`config.mk`:
```
export PLATFORM = sky130hd
export DESIGN_NAME = string_hw_avalon_ctrl
export DESIGN_NICKNAME = d
export VERILOG_FILES = /design/src/rtl/string_hw_avalon_ctrl.sv
export SDC_FILE = /design/constraint.sdc
export NUM_CORES = 1
export LEC_CHECK = 0
export BUFFER_PORTS_ARGS = -buffer_cell sky130_fd_sc_hd__buf_2
export CORE_MARGIN = 1.5
export CORE_UTILIZATION = 54
export DETAILED_ROUTE_END_ITERATION = 10
export PLACE_DENSITY = 0.84
export RECOVER_POWER = 25
export REMOVE_ABC_BUFFERS = 1
export SETUP_SLACK_MARGIN = 0.2
export SYNTH_ARGS = -nofsm -noshare
export SYNTH_HDL_FRONTEND = slang
export SYNTH_SLANG_ARGS = --single-unit
```
`constraint.sdc`:
```
create_clock -name clk -period 3.5 [get_ports clk]
set_input_delay 0.525 -clock clk [delete_from_list [all_inputs] [get_ports clk]]
set_output_delay 0.525 -clock clk [all_outputs]
set_load 0.005 [all_outputs]
```
`src/rtl/string_hw_avalon_ctrl.sv`:
```
// Avalon-MM register front-end for the string accelerator engine.
// Holds operands and control fields, runs the go/done handshake with a
// timeout, captures the engine result and raises a level interrupt.
module string_hw_avalon_ctrl #(
  parameter int TIMEOUT_CYCLES = 64
) (
  input  logic        clk,
  input  logic        reset,
  input  logic        avs_chipselect,
  input  logic [1:0]  avs_address,
  input  logic        avs_write,
  input  logic [31:0] avs_writedata,
  input  logic        avs_read,
  output logic [31:0] avs_readdata,
  output logic        irq,
  output logic        eng_go,
  output logic [2:0]  eng_index,
  output logic [15:0] eng_A,
  output logic [15:0] eng_B,
  output logic [1:0]  eng_lengthA,
  output logic [1:0]  eng_lengthB,
  input  logic        eng_done,
  input  logic [15:0] eng_result
);

  localparam int CNT_W = $clog2(TIMEOUT_CYCLES);
  localparam logic [CNT_W-1:0] CNT_LAST = CNT_W'(TIMEOUT_CYCLES - 1);

  typedef enum logic [1:0] {IDLE, ISSUE, RELEASE} state_t;

  state_t           state;
  logic [CNT_W-1:0] cnt;
  logic [15:0]      a_q;
  logic [15:0]      b_q;
  logic [2:0]       index_q;
  logic [1:0]       lena_q;
  logic [1:0]       lenb_q;
  logic             irqen_q;
  logic [15:0]      result_q;
  logic             done_q;
  logic             errt_q;
  logic             erri_q;
  logic [31:0]      rd_mux;

  logic busy;
  logic wr_en;
  logic wr_open;
  logic wr_a;
  logic wr_b;
  logic wr_ctrl;
  logic wr_stat;
  logic start_req;
  logic idx_ok;
  logic start_ok;
  logic start_bad;
  logic set_done;
  logic set_tmo;
  logic flag_clr;
  logic unused_ok;

  // Register writes are locked out while an operation is in flight so the
  // operands presented to the engine cannot change under it.
  assign busy      = (state != IDLE);
  assign wr_en     = avs_chipselect & avs_write;
  assign wr_open   = wr_en & ~busy;
  assign wr_a      = wr_open & (avs_address == 2'd0);
  assign wr_b      = wr_open & (avs_address == 2'd1);
  assign wr_ctrl   = wr_open & (avs_address == 2'd2);
  assign wr_stat   = wr_en & (avs_address == 2'd3);
  assign start_req = wr_ctrl & avs_writedata[8];
  assign idx_ok    = (avs_writedata[2:0] <= 3'd2);
  assign start_ok  = start_req & idx_ok;
  assign start_bad = start_req & ~idx_ok;
  assign set_done  = (state == RELEASE) & ~eng_done;
  assign set_tmo   = (state == ISSUE) & ~eng_done & (cnt == CNT_LAST);
  assign flag_clr  = wr_stat | start_ok;
  assign unused_ok = &{1'b0, avs_writedata[31:16]};

  assign eng_A       = a_q;
  assign eng_B       = b_q;
  assign eng_index   = index_q;
  assign eng_lengthA = lena_q;
  assign eng_lengthB = lenb_q;

  // Software-visible operand and control registers
  always_ff @(posedge clk or negedge reset) begin
    if (!reset) begin
      a_q     <= '0;
      b_q     <= '0;
      index_q <= '0;
      lena_q  <= '0;
      lenb_q  <= '0;
      irqen_q <= 1'b0;
    end else begin
      if (wr_a) a_q <= avs_writedata[15:0];
      if (wr_b) b_q <= avs_writedata[15:0];
      if (wr_ctrl) begin
        index_q <= avs_writedata[2:0];
        lena_q  <= avs_writedata[5:4];
        lenb_q  <= avs_writedata[7:6];
        irqen_q <= avs_writedata[9];
      end
    end
  end

  // Handshake FSM: raise go, wait for done (or time out), wait for done to drop
  always_ff @(posedge clk or negedge reset) begin
    if (!reset) begin
      state    <= IDLE;
      cnt      <= '0;
      eng_go   <= 1'b0;
      result_q <= '0;
    end else begin
      case (state)
        IDLE: begin
          if (start_ok) begin
            state  <= ISSUE;
            cnt    <= '0;
            eng_go <= 1'b1;
          end
        end
        ISSUE: begin
          if (eng_done) begin
            result_q <= eng_result;
            state    <= RELEASE;
            eng_go   <= 1'b0;
          end else if (cnt == CNT_LAST) begin
            state  <= IDLE;
            eng_go <= 1'b0;
          end else begin
            cnt <= cnt + 1'b1;
          end
        end
        RELEASE: begin
          if (!eng_done) state <= IDLE;
        end
        default: begin
          state  <= IDLE;
          eng_go <= 1'b0;
        end
      endcase
    end
  end

  // Sticky status flags (set beats clear) and the registered interrupt
  always_ff @(posedge clk or negedge reset) begin
    if (!reset) begin
      done_q <= 1'b0;
      errt_q <= 1'b0;
      erri_q <= 1'b0;
      irq    <= 1'b0;
    end else begin
      done_q <= set_done  | (done_q & ~flag_clr);
      errt_q <= set_tmo   | (errt_q & ~flag_clr);
      erri_q <= start_bad | (erri_q & ~flag_clr);
      irq    <= irqen_q & (done_q | errt_q | erri_q);
    end
  end

  // Read mux; start always reads back as 0
  always_comb begin
    rd_mux = '0;
    case (avs_address)
      2'd0: rd_mux[15:0] = a_q;
      2'd1: rd_mux[15:0] = b_q;
      2'd2: rd_mux[9:0]  = {irqen_q, 1'b0, lenb_q, lena_q, 1'b0, index_q};
      default: rd_mux[19:0] = {erri_q, errt_q, done_q, busy, result_q};
    endcase
  end

  // One-cycle registered read data
  always_ff @(posedge clk or negedge reset) begin
    if (!reset) begin
      avs_readdata <= '0;
    end else if (avs_chipselect & avs_read) begin
      avs_readdata <= rd_mux;
    end
  end

endmodule

```
==> run summary, run 1 <==
The run finished, with violations left. The checks that failed: max-capacitance violations, max-slew violations. The final HPWL from detailed placement is 5.77 mm. The number of detailed-route iterations in the first pass is 4. The switching part of the total is 0.282. Port buffering added 100 buffers. The total via count in the routed design is 2639. The path category of the worst min-delay check is in -> reg.

The synthesized cell area is 0.00392 mm2. The critical register-to-register path endpoint is cnt[2]. The share of total power in combinational logic is 0.210. The share of total power dissipated in sequential elements is 0.516. In this run the static leakage power is 0.00230 uW. The first-pass GRT wire length is 13.2 mm. The clock net in this run drives a total of 89 sinks. The number of nets in the layout came out at 447.

The share of the Yosys chip area taken by registers is 0.568. Leaving out fill and tap cells, the most frequent cells in the layout are sky130_fd_sc_hd__buf_2, sky130_fd_sc_hd__dfrtp_1, sky130_fd_sc_hd__mux2_2. The type of element capturing the critical path is a register. Sorting the synthesized cells by area gives the leading types as sky130_fd_sc_hd__dfrtp_1, sky130_fd_sc_hd__mux2_2, sky130_fd_sc_hd__mux4_2, sky130_fd_sc_hd__buf_4, sky130_fd_sc_hd__mux2i_1. The worst path in the final design needs a cycle of 2.11 ns, including I/O delays and setup. The number of setup buffers added after CTS is 0. The max capacitance violation total is 1. For this configuration, the core starts out at a cell density of 0.568. The post-route core utilization is 0.676.

The clock-pin slew reported for the worst setup and hold paths after clock tree synthesis came out at 0.10 ns. The initial antenna violation count came to 0. In this run the worst path has a maximum fanout of 13. The aggregate global-route resource usage is 0.231. The final setup violation count is 0.

The fraction of post-synthesis cell area in the top cell type by area is 0.568. Setup slack on the worst reg-to-reg path comes out at 1.39 ns. The maximum clock skew at final layout is 0.0176 ns.

The vias per cell is 5.37. TritonCTS built the clock tree. The critical path goes through or4_1, o21a_4, a221o_1.

The remaining max-slew budget at the tightest pin is -0.437. The share of total power in the clock network is 0.274. The flip-flop and latch count after synthesis is 89.

The detail route stage leaves a number of antenna-violating nets equal to 0. Leaving out fill and tap cells, the most frequent cell in the layout is sky130_fd_sc_hd__buf_2. In this run the critical register-to-register path is launched from state[1]. The number of synthesized flops with an enable pin is 0. Synthesis instantiated 40 different standard cells from the library. The worst hold path cell count came out at 2.

The DRC violations left came out at 0. VDD sags by at most 0.373 mV. The chip width came out at 88.2 um. Post-CTS repair changed the size of 0 cells. The critical path data required time is 3.74 ns.

The biggest cell delay along the critical path came out at 0.86 ns. The per-instance average area after synthesis came out at 13.5 um2. Counting the buffers created by CTS gives 9. sky130_fd_sc_hd__dfrtp_1 takes more of the synthesized area than any other cell. The insertion delay of the later-clocked pin in the worst-skew pair is 0.36 ns. The total of warnings raised by yosys came out at 0. After global routing the overflow that remains totals 0. The launch instance of the worst min-delay path is eng_result[14]. The switching power of the nets is 761 uW. For this run, the leading register cell type out of synthesis is sky130_fd_sc_hd__dfrtp_1.

The number of H-tree branching levels came out at 3. The worst reg-to-reg path cell count came out at 3. The root cell of the clock tree is sky130_fd_sc_hd__clkbuf_8. The number of instances in the synthesized netlist is 291. After floorplanning, the core was divided into 30 placement rows.

Routability-driven placement finished with a final weighted congestion of 0.801. The critical path data arrival time came out at 2.35 ns. The setup total negative slack is 0 ns.

Setup repair after global routing left no endpoint under its margin. The share of layout cells above drive strength 1 is 0.494. For this design the top-level I/O count stands at 129.

For this design the ratio of total power to cell area is 578 mW/mm2. The startpoint-to-endpoint class of the critical path is reg -> reg. STA classifies the critical path startpoint as a register. The die extent in y is 88.2 um. The end of the worst hold path is result_q[14].

The via count of the first global-routing pass is 2671. The hold-fix buffer count after cts came out at 0. In this run the deepest clock path goes through 2 buffers. The slowest stage of the critical path is the sky130_fd_sc_hd__or4_1 cell. The die covers 0.00779 mm2. The synthesis-to-layout area growth is 18.9%. The final cycle utilization of the critical path came out at 0.602.

In the synthesized netlist the async set-or-reset flop fraction comes to 1.00. The count of endpoints failing hold in the final timing report came to 0. The largest net degree at the start of global routing is 90. Grouping stages by cell kind, the critical path spends the most delay in simple AND/OR/NAND/NOR gates. Overall power consumption after layout is estimated at 2700 uW.

The floorplan step defined a core boundary enclosing 0.00691 mm2. For the pin with the worst max-slew slack, the measured transition is 2.16 ns. Counting both buffers and inverters, the worst setup path holds a total of 0. The total count of max-transition violations in the final report was 90. Timing would allow up to 475 MHz.

The number of DRC violations after detailed-routing iteration 0 came out at 90. The routed wire length is 8.45 mm. The number of antenna cells inserted came out at 0.

The internal cell power is 1940 uW. The wire length per cell after detailed routing came out at 17.2 um.
-- power groups by stage --
stage          Sequential, uW  Combinational [uW]  Clock (uW)
2_1_floorplan            1400                 276           0
3_3_place_gp             1390                 553           0
3_5_place_dp             1410                 575           0
4_1_cts                  1390                 579         753
5_1_grt                  1420                 628         798
6_report                 1390                 567         740
-- per-stage QoR --
step / cells / hold WS, ns / setup WS (ns) / instance area, um2
global route: 491 / 0.379 / 1.04 / 4670
CTS: 491 / 0.381 / 1.39 / 4670
floorplan: 275 / 0.229 / 1.42 / 3800
finish: 491 / 0.388 / 1.39 / 4670
detailed placement: 475 / 0.469 / 1.15 / 4460
global placement: 475 / 0.456 / 1.17 / 4460
-- final cells by class --
class | instances | area (um2)
Tap cell | 96 | 120
Multi-Input combinational cell | 184 | 1570
Timing Repair Buffer | 104 | 531
Clock inverter | 6 | 71.3
Clock buffer | 10 | 138
Fill cell | 569 | 2240
Inverter | 2 | 7.51
Sequential cell | 89 | 2230
-- routing by layer --
layer,vias up,global-route usage,wire (um)
li1,1222,-,-
met1,1330,0.284,3510
met2,74,0.393,4390
met3,13,0.0560,399
met4,0,0.0966,153
met5,-,0,0
-- how the worst max path moves through the flow --
stage | start | endpoint | slack [ns] | depth (start not counted)
final | state[1] | cnt[2] | 1.39 | 3
after global routing | reset | cnt[2] | 1.04 | 1
after CTS | state[1] | cnt[2] | 1.39 | 3
after detailed placement | avs_address[0] | cnt[2] | 1.15 | 4
after global placement | avs_address[0] | cnt[2] | 1.17 | 4
after floorplan | state[1] | eng_A[0] | 1.42 | 4
-- Yosys cell counts, types with 3 or more instances --
cell,count
sky130_fd_sc_hd__buf_4,13
sky130_fd_sc_hd__mux4_2,8
sky130_fd_sc_hd__buf_2,9
sky130_fd_sc_hd__o21ai_0,15
sky130_fd_sc_hd__a21oi_1,9
sky130_fd_sc_hd__nand2_1,17
sky130_fd_sc_hd__a21o_1,3
sky130_fd_sc_hd__nor2_1,12
sky130_fd_sc_hd__o31ai_1,3
sky130_fd_sc_hd__mux2i_1,8
sky130_fd_sc_hd__nand3_1,3
sky130_fd_sc_hd__mux2_2,63
sky130_fd_sc_hd__a22o_1,3
sky130_fd_sc_hd__dfrtp_1,89
sky130_fd_sc_hd__clkbuf_1,4
sky130_fd_sc_hd__nor2b_1,4
-- state kept, by name (all words and copies together), names as in the netlist --
name and cells:
eng_lengthB 2, eng_index 3, erri_q 1, done_q 1
irq 1, cnt 6, irqen_q 1, eng_go 1
state 2, eng_B 16, eng_A 16, eng_lengthA 2
result_q 16, errt_q 1, avs_readdata 20
-- logic make-up (layout without fill, tap and decap cells) --
family	count (synthesis)	count (layout)	synth area share
multiplexers	80	80	0.250
AND/OR/NAND/NOR	46	46	0.0564
buffers and inverters	29	122	0.0430
other	1	12	0.000956
AO/OA/AOI/OAI	45	45	0.0788
flip-flops	89	89	0.568
adder cells (fa/ha/maj)	1	1	0.00319
Power figures use the tool's default switching activity.
==> inputs of run 2 (changes only) <==
--- a/config.mk
+++ b/config.mk
@@ -7,9 +7,9 @@
 export LEC_CHECK = 0
 export BUFFER_PORTS_ARGS = -buffer_cell sky130_fd_sc_hd__buf_2
 export CORE_MARGIN = 1.5
-export CORE_UTILIZATION = 54
+export CORE_UTILIZATION = 50
 export DETAILED_ROUTE_END_ITERATION = 10
-export PLACE_DENSITY = 0.84
+export PLACE_DENSITY = 0.79
 export RECOVER_POWER = 25
 export REMOVE_ABC_BUFFERS = 1
 export SETUP_SLACK_MARGIN = 0.2
==> constraint.sdc (replaced) <==
create_clock -name clk -period 2.1 [get_ports clk]
set_input_delay 0.315 -clock clk [delete_from_list [all_inputs] [get_ports clk]]
set_output_delay 0.315 -clock clk [all_outputs]
set_load 0.005 [all_outputs]
==> run summary, run 2 (synthesis gave the netlist of run 1 again) <==
The aggregate global-route resource usage is 0.220 (was 0.231). The vias per cell came out at 5.30 (was 5.37). The share of layout cells above drive strength 1 came out at 0.501 (was 0.494).

The via count of the first global-routing pass is 2778 (was 2671). The maximum ir drop on the vdd rail was 0.650 mV (was 0.373 mV). The chip width is 91.6 um (was 88.2 um). The number of nets in the layout came out at 459 (was 447). The register name with the most flops is avs_readdata (unchanged). The total of buffers placed on input and output ports came out at 100 (unchanged).

The remaining max-slew budget at the tightest pin came to 0.517 (was -0.437). The buffer and inverter count on the worst path was 1 (was 0). The largest net degree at the start of global routing is 62 (was 90). The clock buffer count from CTS was 9 (unchanged).

The total via count in the routed design is 2696 (was 2639). The startpoint-to-endpoint class of the critical path is reg -> reg (unchanged). The number of antenna cells inserted is 0 (unchanged).

The critical path data required time came out at 2.34 ns (was 3.74 ns). The library cell contributing the largest single delay on the critical path was sky130_fd_sc_hd__dfrtp_1 (was sky130_fd_sc_hd__or4_1). The initial core utilization came to 0.513 (was 0.568).

The clock-pin slew reported for the worst setup and hold paths after clock tree synthesis is 0.09 ns (was 0.10 ns). The count of non-filler cells in the finished layout came out at 509 (was 491). Setup repair after global routing missed its margin: no (unchanged). The first-pass GRT wire length was 14.0 mm (was 13.2 mm). The number of H-tree branching levels is 3 (unchanged). Result of the run: finished, final reports clean (was finished with violations). The placeable core region came out at 0.00765 mm2 (was 0.00691 mm2).

The ratio of total power to cell area is 936 mW/mm2 (was 578 mW/mm2). The final cycle utilization of the critical path came to 0.864 (was 0.602). The most common library cell in the layout ignoring fill and taps is sky130_fd_sc_hd__buf_2 (unchanged). The highest achievable clock rate was 551 MHz (was 475 MHz). The number of detailed-route iterations in the first pass is 6 (was 4).

The row count came out at 32 (was 30). The clock sink count came out at 89 (unchanged). The DRC violations left came out at 0 (unchanged). The leakage component of the power is 0.00235 uW (was 0.00230 uW). The largest fanout on the critical path is 11 (was 13).

The total count of max-transition violations in the final report was 0 (was 90). The total I/O pin count came out at 129 (unchanged). The cell count after placement came to 492 (was 475). The max capacitance violation total is 0 (was 1). The number of setup buffers added after CTS came out at 0 (unchanged). The routed wire length came out at 8.68 mm (was 8.45 mm). The full die area is 0.00839 mm2 (was 0.00779 mm2). The root cell of the clock tree is sky130_fd_sc_hd__clkbuf_8 (unchanged). The critical path data arrival time is 2.05 ns (was 2.35 ns).

Cells traversed along the worst timing path: nor2_1, and4b_1, nor2b_2, buf_4, mux2_2 (was or4_1, o21a_4, a221o_1). The TritonCTS clock tree is done (unchanged). The number of buffers between clock root and the deepest sink is 2 (unchanged). The dominant delay contributor by cell family on the critical path is simple AND/OR/NAND/NOR gates (unchanged). The number of DRC violations after detailed-routing iteration 0 is 145 (was 90). The setup total negative slack is 0 ns (unchanged).

The maximum clock skew at final layout came out at 0.00970 ns (was 0.0176 ns). The count of endpoints failing hold in the final timing report came to 0 (unchanged). The final setup violation count is 0 (unchanged). The path category of the worst min-delay check was in -> reg (unchanged).

The initial antenna violation count came out at 0 (unchanged). The die extent in y came out at 91.6 um (was 88.2 um). The final weighted congestion of routability-driven global placement is 0.832 (was 0.801). The final HPWL from detailed placement is 6.28 mm (was 5.77 mm).

The final critical-path required period came out at 1.82 ns (was 2.11 ns). The wire length per cell after detailed routing is 17.1 um (was 17.2 um). The biggest cell delay along the critical path is 0.45 ns (was 0.86 ns). The flip-flop count of the largest register, all copies and words added came out at 20 (unchanged). The type of element capturing the critical path was a register (unchanged). The remaining antenna violation count came out at 0 (unchanged).

The insertion delay of the later-clocked pin in the worst-skew pair is 0.35 ns (was 0.36 ns). The synthesis-to-layout area growth came out at 21.5% (was 18.9%). Most used cells in the layout excluding fill and tap cells: sky130_fd_sc_hd__buf_2, sky130_fd_sc_hd__dfrtp_1, sky130_fd_sc_hd__mux2_2 (unchanged). The leftover overflow at the end of global routing is 0 (unchanged). The actual slew at the worst max-slew pin is 0.724 ns (was 2.16 ns).

The element type at the critical path start is a register (unchanged).
run 2: path summary, 6_finish.rpt:
path                             startpoint          endpoint  slack [ns]  depth (start not counted)
max                                state[1]         eng_A[10]        0.28                          5
min                           eng_result[5]       result_q[5]        0.20                          2
min in group asynchronous             reset      eng_index[0]        0.56                          2
max reg2reg                        state[1]         eng_A[10]        0.28                          5
max in group asynchronous             reset            cnt[5]        0.78                          3
min reg2reg                avs_readdata[15]  avs_readdata[15]        0.48                          2
run 2: what timing repair did:
| action | in CTS | in global routing |
|---|---|---|
| gates resized for setup | 0 | 0 |
| endpoints found under the setup margin | 0 | 0 |
| endpoints found under the hold margin | 28 | 0 |
| hold buffers | 1 | 0 |
run 2: routing by layer:
metal  up-vias  GRT usage  wire [um]  part of all wire
met4         0     0.0964        214             0.025
met2        78      0.381       4550              0.52
met1      1354      0.270       3570              0.41
met5         -          0          0                 0
met3        18     0.0360        349             0.040
li1       1246          -          -                 -
run 2: power by group:
part | internal (uW) | switching (uW)
combinational | 568 | 385
clock | 563 | 621
sequential | 2080 | 247
run 2: area by class of cell:
| cell class | count | area, um2 |
|---|---|---|
| clock buffers | 9 | 124 |
| clock inverters | 7 | 77.6 |
| fillers | 623 | 2880 |
| inverters | 2 | 7.51 |
| multi-input cells | 184 | 1570 |
| flip-flops and latches | 89 | 2230 |
| well taps | 102 | 128 |
| repair buffers | 116 | 631 |
run 2: per-stage QoR:
step | power [uW] | hold WS, ns | util | cell area [um2] | setup slack (ns)
global placement | 3260 | 0.259 | 0.597 | 4560 | 0.327
finish | 4460 | 0.196 | 0.623 | 4770 | 0.285
floorplan | 2800 | 0.0194 | - | 3800 | 0.0206
global route | 4720 | 0.177 | 0.623 | 4770 | 0.205
detailed placement | 3320 | 0.268 | 0.597 | 4560 | 0.312
CTS | 4520 | 0.178 | 0.624 | 4770 | 0.276
==> inputs of run 3 (changes only) <==
--- a/config.mk
+++ b/config.mk
@@ -9,6 +9,7 @@
 export CORE_MARGIN = 1.5
 export CORE_UTILIZATION = 50
 export DETAILED_ROUTE_END_ITERATION = 10
+export GPL_TIMING_DRIVEN = 0
 export PLACE_DENSITY = 0.79
 export RECOVER_POWER = 25
 export REMOVE_ABC_BUFFERS = 1
==> run summary, run 3 (synthesis gave the netlist of run 1 again) <==
The final worst-path setup slack is 0.267 ns (was 0.285 ns). Most used cells in the layout excluding fill and tap cells: sky130_fd_sc_hd__buf_2, sky130_fd_sc_hd__dfrtp_1, sky130_fd_sc_hd__mux2_2 (unchanged). The area used by sequential logic in the layout came out at 0.00223 mm2 (unchanged). The leftover overflow at the end of global routing came out at 0 (unchanged). The share of total power in the clock network came out at 0.269 (was 0.265).

The remaining max-slew budget at the tightest pin is 0.290 (was 0.517). The final critical-path required period is 1.83 ns (was 1.82 ns). The critical register-to-register path startpoint was state[1] (unchanged). The clock sink count came to 89 (unchanged). The actual slew at the worst max-slew pin came out at 1.06 ns (was 0.724 ns).

The number of buffers between clock root and the deepest sink came to 2 (unchanged). The worst slack at placement came out at -0.481 ns (was 0.312 ns). The number of DRC violations after detailed-routing iteration 0 came to 107 (was 145). The routed wire length is 8.40 mm (was 8.68 mm). The startpoint-to-endpoint class of the critical path is reg -> reg (unchanged). The insertion delay of the later-clocked pin in the worst-skew pair came out at 0.35 ns (about the same). The worst hold margin came out at 0.193 ns (was 0.196 ns).

The chip width is 91.6 um (unchanged). The total count of max-transition violations in the final report is 0 (unchanged). The register name with the most flops was avs_readdata (unchanged). The number of H-tree branching levels is 3 (unchanged).

The most common library cell in the layout ignoring fill and taps is sky130_fd_sc_hd__buf_2 (unchanged). The final setup violation count came out at 0 (unchanged). The first-pass GRT wire length is 13.5 mm (was 14.0 mm). The wire length per cell after detailed routing is 16.9 um (was 17.1 um). The launch instance of the worst min-delay path was eng_result[11] (was eng_result[5]). The biggest cell delay along the critical path is 0.67 ns (was 0.45 ns). The path category of the worst min-delay check is in -> reg (unchanged). The placeable core region was 0.00765 mm2 (unchanged). The total via count in the routed design is 2635 (was 2696). Setup repair after global routing missed its margin: yes (was no). The buffer and inverter count on the worst path is 0 (was 1). The initial antenna violation count is 0 (unchanged). The share of total power in combinational logic is 0.211 (was 0.214).

The maximum ir drop on the vdd rail came to 0.374 mV (was 0.650 mV). The switching power of the nets came out at 1210 uW (was 1250 uW). The ratio of total power to cell area is 945 mW/mm2 (was 936 mW/mm2). The vias per cell came out at 5.30 (about the same). The flip-flop count of the largest register, all copies and words added was 20 (unchanged). The critical path startpoint is state[1] (unchanged). The total of buffers placed on input and output ports is 100 (unchanged). The count of endpoints failing hold in the final timing report is 0 (unchanged). The largest net degree at the start of global routing came to 58 (was 62). The number of fill cells is 631 (was 623). Result of the run: finished, final reports clean (unchanged). The library cell contributing the largest single delay on the critical path is sky130_fd_sc_hd__or4_4 (was sky130_fd_sc_hd__dfrtp_1). The critical path data arrival time is 2.06 ns (was 2.05 ns). The critical path data required time is 2.33 ns (was 2.34 ns).

The full die area is 0.00839 mm2 (unchanged). Cells traversed along the worst timing path: or4_4, o21a_4, a221o_1 (was nor2_1, and4b_1, nor2b_2, buf_4, mux2_2). The final HPWL from detailed placement is 5.89 mm (was 6.28 mm). The largest fanout on the critical path came out at 13 (was 11). The number of antenna cells inserted is 0 (unchanged). The element type at the critical path start was a register (unchanged).

The maximum clock skew at final layout came out at 0.0123 ns (was 0.00970 ns). The DRC violations left is 0 (unchanged). The remaining antenna violation count came out at 0 (unchanged).

The aggregate global-route resource usage is 0.213 (was 0.220). The max capacitance violation total came to 0 (unchanged). The TritonCTS clock tree is done (unchanged).

The via count of the first global-routing pass came out at 2659 (was 2778). The total I/O pin count came out at 129 (unchanged). The die extent in y came out at 91.6 um (unchanged).

The clock buffer count from CTS came out at 9 (unchanged). The row count is 32 (unchanged). The leakage component of the power came out at 0.00233 uW (was 0.00235 uW). The type of element capturing the critical path is a register (unchanged). The final weighted congestion of routability-driven global placement came to 0.785 (was 0.832).

The initial core utilization came out at 0.513 (unchanged). The clock-pin slew reported for the worst setup and hold paths after clock tree synthesis is 0.09 ns (about the same). The number of detailed-route iterations in the first pass came out at 4 (was 6). The synthesis-to-layout area growth was 20.5% (was 21.5%). The dominant delay contributor by cell family on the critical path is simple AND/OR/NAND/NOR gates (unchanged). The area occupied by multi-input gates was 0.00160 mm2 (was 0.00157 mm2). The final cycle utilization of the critical path is 0.873 (was 0.864). The sequential power share was 0.520 (was 0.521). The internal cell power is 3260 uW (was 3210 uW). The switching part of the total came out at 0.271 (was 0.281). The root cell of the clock tree is sky130_fd_sc_hd__clkbuf_8 (unchanged).

The highest achievable clock rate is 546 MHz (was 551 MHz). The number of nets in the layout is 447 (was 459). The share of layout cells above drive strength 1 came out at 0.496 (was 0.501).
[run 3: cell types whose count changed in the layout (fill, tap and decap cells not counted), moves of 2 or more]
cell                       before  now
sky130_fd_sc_hd__buf_4         13    1
sky130_fd_sc_hd__clkbuf_8       9   11
sky130_fd_sc_hd__inv_6          3    0
sky130_fd_sc_hd__nand2_1       17   15
sky130_fd_sc_hd__nand2_4        0    2
[run 3: final cells by class]
type                    instances  share of cell area
multi-input cells             184               0.337
repair buffers                104               0.119
flip-flops and latches         89               0.471
clock inverters                 4              0.0109
well taps                     102              0.0270
inverters                       2             0.00159
clock buffers                  12              0.0328
[run 3: what timing repair did]
item,in CTS,in global routing
pin swaps,0,0
endpoints found under the hold margin,32,0
hold buffers,1,0
endpoints found under the setup margin,54,32
cloned,0,0
setup buffers,1,0
resized for setup,4,3
[run 3: per-stage QoR]
| stage | total power (uW) | utilization | std cells | TNS, ns | instance area [um2] |
|---|---|---|---|---|---|
| global route | 4720 | 0.618 | 497 | 0 | 4730 |
| global placement | 3230 | 0.580 | 477 | -18.14 | 4430 |
| floorplan | 2800 | - | 275 | 0 | 3800 |
| CTS | 4520 | 0.617 | 497 | 0 | 4720 |
| detailed placement | 3310 | 0.586 | 479 | -5.53 | 4480 |
| finish | 4470 | 0.618 | 497 | 0 | 4730 |
[run 3: final timing paths]
path | slack [ns] | cells after the start | end
max | 0.27 | 3 | cnt[2]
min | 0.19 | 2 | result_q[11]
max reg2reg | 0.27 | 3 | cnt[2]
min reg2reg | 0.48 | 2 | avs_readdata[10]
max in group asynchronous | 0.76 | 3 | eng_A[13]
min in group asynchronous | 0.60 | 2 | eng_A[4]
[run 3: routing by layer]
layer | up-vias | GRT usage | share of wire | wire length, um
li1 | 1218 | - | - | -
met1 | 1321 | 0.278 | 0.42 | 3520
met2 | 80 | 0.350 | 0.51 | 4290
met3 | 16 | 0.0327 | 0.045 | 380
met4 | 0 | 0.102 | 0.025 | 212
met5 | - | 0 | 0 | 0
[run 3: worst reg2reg max path, cell delays in order, from the launching register on]
cell,delay (ns)
sky130_fd_sc_hd__dfrtp_1,0.44
sky130_fd_sc_hd__or4_4,0.67
sky130_fd_sc_hd__o21a_4,0.27
sky130_fd_sc_hd__a221o_1,0.34
[run 3: power groups by stage]
| stage | sequential, uW | combinational [uW] | clock [uW] |
|---|---|---|---|
| floorplan | 2340 | 461 | 0 |
| global placement | 2320 | 908 | 0 |
| detailed placement | 2360 | 955 | 0 |
| CTS | 2320 | 962 | 1230 |
| global route | 2370 | 1040 | 1300 |
| finish | 2320 | 943 | 1200 |
